## config.mk

```make
export PLATFORM = sky130hd
export DESIGN_NAME = key_conditioner
export DESIGN_NICKNAME = d
export VERILOG_FILES = /design/src/rtl/key_conditioner.sv
export SDC_FILE = /design/constraint.sdc
export NUM_CORES = 1
export LEC_CHECK = 0
export BUFFER_PORTS_ARGS = -buffer_cell sky130_fd_sc_hd__buf_4
export CELL_PAD_IN_SITES_DETAIL_PLACEMENT = 1
export CELL_PAD_IN_SITES_GLOBAL_PLACEMENT = 2
export CORE_MARGIN = 2
export CORE_UTILIZATION = 40
export CTS_CLUSTER_SIZE = 12
export DETAILED_ROUTE_END_ITERATION = 8
export GPL_TIMING_DRIVEN = 0
export HOLD_SLACK_MARGIN = 0.1
export PLACE_DENSITY = 0.89
export SLEW_MARGIN = 20
export SYNTH_ARGS = -nofsm -noshare
export SYNTH_HDL_FRONTEND = slang
export SYNTH_SLANG_ARGS = --single-unit
```

## constraint.sdc

```tcl
create_clock -name clk -period 2.3 [get_ports clk]
set_clock_uncertainty 0.05 [all_clocks]
set_input_delay 0.23 -clock clk [delete_from_list [all_inputs] [get_ports clk]]
set_output_delay 0.23 -clock clk [all_outputs]
set_load 0.005 [all_outputs]
```

## src/rtl/key_conditioner.sv

```systemverilog
// key_conditioner: synchronize, debounce and edge-detect the four active-low pushbuttons
module key_conditioner #(
    parameter int DEBOUNCE_CYCLES = 500000,
    parameter int CNT_W           = $clog2(DEBOUNCE_CYCLES + 1)
) (
    input  logic       clk,
    input  logic       reset,
    input  logic [3:0] key_raw,
    output logic [3:0] key_level,
    output logic [3:0] key_press,
    output logic [3:0] key_release
);
    localparam logic [CNT_W-1:0] CNT_MAX = CNT_W'(DEBOUNCE_CYCLES - 1);
    logic [3:0]       sync1_q, sync1_d;
    logic [3:0]       sync2_q, sync2_d;
    logic [3:0]       stable_q, stable_d;
    logic [3:0]       press_q, press_d;
    logic [3:0]       release_q, release_d;
    logic [CNT_W-1:0] cnt_q [4];
    logic [CNT_W-1:0] cnt_d [4];
    logic [3:0]       diff;
    logic [3:0]       done;
    // per key: count consecutive differing cycles and accept the new level when the count completes
    always_comb begin
        sync1_d = ~key_raw;
        sync2_d = sync1_q;
        diff    = sync2_q ^ stable_q;
        done    = '0;
        for (int i = 0; i < 4; i++) begin
            done[i]  = diff[i] && (cnt_q[i] == CNT_MAX);
            cnt_d[i] = (!diff[i] || done[i]) ? '0 : cnt_q[i] + CNT_W'(1);
        end
        stable_d  = (done & sync2_q) | (~done & stable_q);
        press_d   = done & sync2_q;
        release_d = done & ~sync2_q;
    end
    // all state resets to the released, idle condition
    always_ff @(posedge clk or negedge reset) begin
        if (!reset) begin
            sync1_q   <= '0;
            sync2_q   <= '0;
            stable_q  <= '0;
            press_q   <= '0;
            release_q <= '0;
            for (int i = 0; i < 4; i++) cnt_q[i] <= '0;
        end else begin
            sync1_q   <= sync1_d;
            sync2_q   <= sync2_d;
            stable_q  <= stable_d;
            press_q   <= press_d;
            release_q <= release_d;
            for (int i = 0; i < 4; i++) cnt_q[i] <= cnt_d[i];
        end
    end
    assign key_level   = stable_q;
    assign key_press   = press_q;
    assign key_release = release_q;
endmodule

```

==> impl_metrics.toml <==
[clock_network]
htreeDepth = 3
numCtsBuffers = 9
cts.sinks = 96
root_buffer = "clkbuf_8"
cts_buffer_depth = 2
cts_tree = "yes"
clk_pin_slew_ns = 0.09
clk_latency_ns = 0.37

[setup_path]
slowest_delay_ns = 0.50
end_kind = "flip-flop"
worstPathArrival_ns = 2.37
critPathRequiredTime_ns = 2.51
cp_max_fo = 5
critPathLaunchType = "flip-flop"
crit_slowest_cell = "or3_1"
crit_buf_inv = 0
critPathKind = "flip-flop to flip-flop"
critPathTopFamily = "simple AND/OR/NAND/NOR gates"
cp_cell_sequence = "ha_1 -> and4_2 -> nand4_1 -> or3_1 -> mux2_2"

[floorplanning]
ios = 18
rows = 38
core-area_sq_um = 10890
die-area_sq_um = 12020
fp.dieH_um = 109.6
start_util = 0.4100
die_w_um = 109.6

[logic_synthesis]
synth_area_per_cell_sq_um = 10.26
ys.flop_type = "dfrtp_1"
syn-num-nets = 445
synth_compound_area_frac = 0.06362
ys_seq_area_frac = 0.5381
synthXorXnorAreaFrac = 0.09613
ys_ff_latch = 96
synth_area_sq_um = 4464
synth_warnings = 0
synth_edf_count = 0
synth-simple-area-share = 0.2604
yosys.area_share.adder = 0.01121
synthMuxAreaShare = 0.01009
synth_top_family_by_area = "simple AND/OR/NAND/NOR gates"
syn_inst = 435
synthArstFlopShare = 1.000
synthDistinctLibCells = 37

[placement]
portBuffers = 17
place_congestion = 0.7822
pre_cts_ws_ns = -0.2127
dp.cells = 592
placed_area_sq_um = 4771
dp.final_hpwl_um = 6441

[power_and_ir_drop]
p_leak_nw = 2.089
powerDensity_nw_per_um2 = 609.7
finalPower_w = 0.003103
ir_drop_uv = 312.8

[sta]
relSlewSlack = 0.4048
fin_crit_sh = 0.9421
hold_violations = 0
rsz0062_at_grt = "false"
setup_viol = 0
layout_setup_ws_ns = 0.1331
slew_viol_final = 0
fmax_mhz = 461.5
fin_crit_ns = 2.167
worstMarginPinSlew_ns = 0.8927

[route]
wire_per_inst_um = 16.01
ant_nets = 0
drt_iter0_drc = 92
via_count = 3375
via_per_inst = 5.488
route.detailed.drc = 0
finalWirelength_um = 9849
drtPass1Iterations = 6

[cells_and_area]
layout_commonest_cell = "dfrtp_1"
antenna_cells = 0
area_growth_pct = 14.01
finalNonFillerCells = 615
stdcell_area_sq_um = 5090
fin_nets = 480
layout_common_cells = "dfrtp_1 (96), nor2_1 (53), nand3_1 (29)"
drive_gt1_frac = 0.1263

[global_routing]
overflow = 0
grt_max_degree = 97
antenna_found_initial = 0
grt_pass1_wl_um = 17310
grtUsageTotal = 0.1841
grt_pass1_vias = 3609

[flow_run]
cap_violations = 0

[min_path]
worstHoldPathType = "flip-flop to flip-flop"

[outcome]
status = "finished, final reports clean"
[power by group]
group          switching, W  leakage, nW  internal [W]
Sequential        0.0000233         1.31       0.00171
Clock              0.000608        0.114      0.000644
Combinational     0.0000774        0.662     0.0000404
[flip-flops by register name, indices dropped and copies added, names as in the netlist, named ones only]
signal / cells
cnt_q: 76
key_press: 4
key_release: 4
sync1_q: 4
sync2_q: 4
[layout make-up]
type | count | area, sq um
clock inverter | 5 | 78.83
tap | 140 | 175.2
buffer | 11 | 56.30
fill | 1208 | 5798
timing repair buffer | 24 | 196.4
sequential | 96 | 2402
multi-input combinational | 318 | 2002
clock buffer | 11 | 141.4
inverter | 10 | 37.54
[path summary, 6_finish.rpt]
path                                 start         end  slack (ns)  depth (start not counted)
worst max-delay path             cnt_q[57]   flip-flop        0.13                          5
worst min-delay path            sync1_q[0]  sync2_q[0]        0.31                          0
worst max register to register   cnt_q[57]   flip-flop        0.13                          5
worst min register to register  sync1_q[0]  sync2_q[0]        0.31                          0
max in group asynchronous            reset  sync1_q[3]        1.12                          2
min in group asynchronous            reset   cnt_q[22]        0.44                          2
[kinds of logic (layout without fill, tap and decap cells)]
family                   Yosys count  in the layout
AND/OR/NAND/NOR                  211            211
flip-flops                        96             96
AO/OA/AOI/OAI                     50             50
XOR/XNOR                          49             49
buffers and inverters             21             61
adder cells (fa/ha/maj)            4              4
multiplexers                       4              4
[per-stage QoR]
stage | hold slack, ns | utilization | TNS [ns]
6_report | 0.3078 | 0.4675 | 0
5_1_grt | 0.3115 | 0.4675 | 0
4_1_cts | 0.3145 | 0.4645 | 0
3_5_place_dp | 0.2924 | 0.4382 | -4.017
3_3_place_gp | 0.2825 | 0.4378 | -2.309
2_1_floorplan | -0.1156 | - | 0
[worst register-to-register path: cells and delay by family (launching register included)]
kind,cells,cell delay (ns)
adder cells (fa/ha/maj),1,0.25
flip-flops,1,0.40
multiplexers,1,0.31
AND/OR/NAND/NOR,3,1.05
[synth_stat cells, types with 2 or more instances]
cell / number / area share
and4_1: 9 / 0.018
buf_2: 4 / 0.0045
and2_1: 3 / 0.0042
o21ai_0: 16 / 0.018
clkbuf_1: 5 / 0.0042
a21oi_1: 22 / 0.025
nor3b_1: 10 / 0.017
inv_1: 10 / 0.0084
xor2_1: 28 / 0.055
nor3_1: 8 / 0.0090
or4_1: 8 / 0.013
ha_1: 4 / 0.011
nand4_1: 20 / 0.028
o21ai_1: 2 / 0.0022
buf_4: 2 / 0.0034
dfrtp_1: 96 / 0.54
nor4b_1: 5 / 0.0098
o31ai_1: 7 / 0.012
or3_2: 2 / 0.0034
and3_1: 7 / 0.0098
nand4b_1: 3 / 0.0059
nand3_1: 29 / 0.033
xnor2_1: 21 / 0.041
mux2_2: 4 / 0.010
nor2_1: 53 / 0.045
or2_2: 3 / 0.0042
nor4_1: 7 / 0.0098
nand2_1: 24 / 0.020
or3_1: 15 / 0.021
[repair_timing]
action | 4_1_cts | 5_1_grt
endpoints found under the hold margin | 100 | 0
endpoints found under the setup margin | 30 | 40
setup buffers | 0 | 2
gates resized for setup | 3 | 7
pin swaps | 1 | 1
hold buffers | 5 | 0
[per-layer routing]
| metal | vias up | track usage | wire length, um |
|---|---|---|---|
| met5 | - | 0 | 0 |
| met4 | 0 | 0.07052 | 134 |
| met2 | 26 | 0.3095 | 4813 |
| met1 | 1717 | 0.2391 | 4676 |
| met3 | 11 | 0.02964 | 224 |
| li1 | 1621 | - | - |
Note: power is estimated with default switching activity, not from simulation.
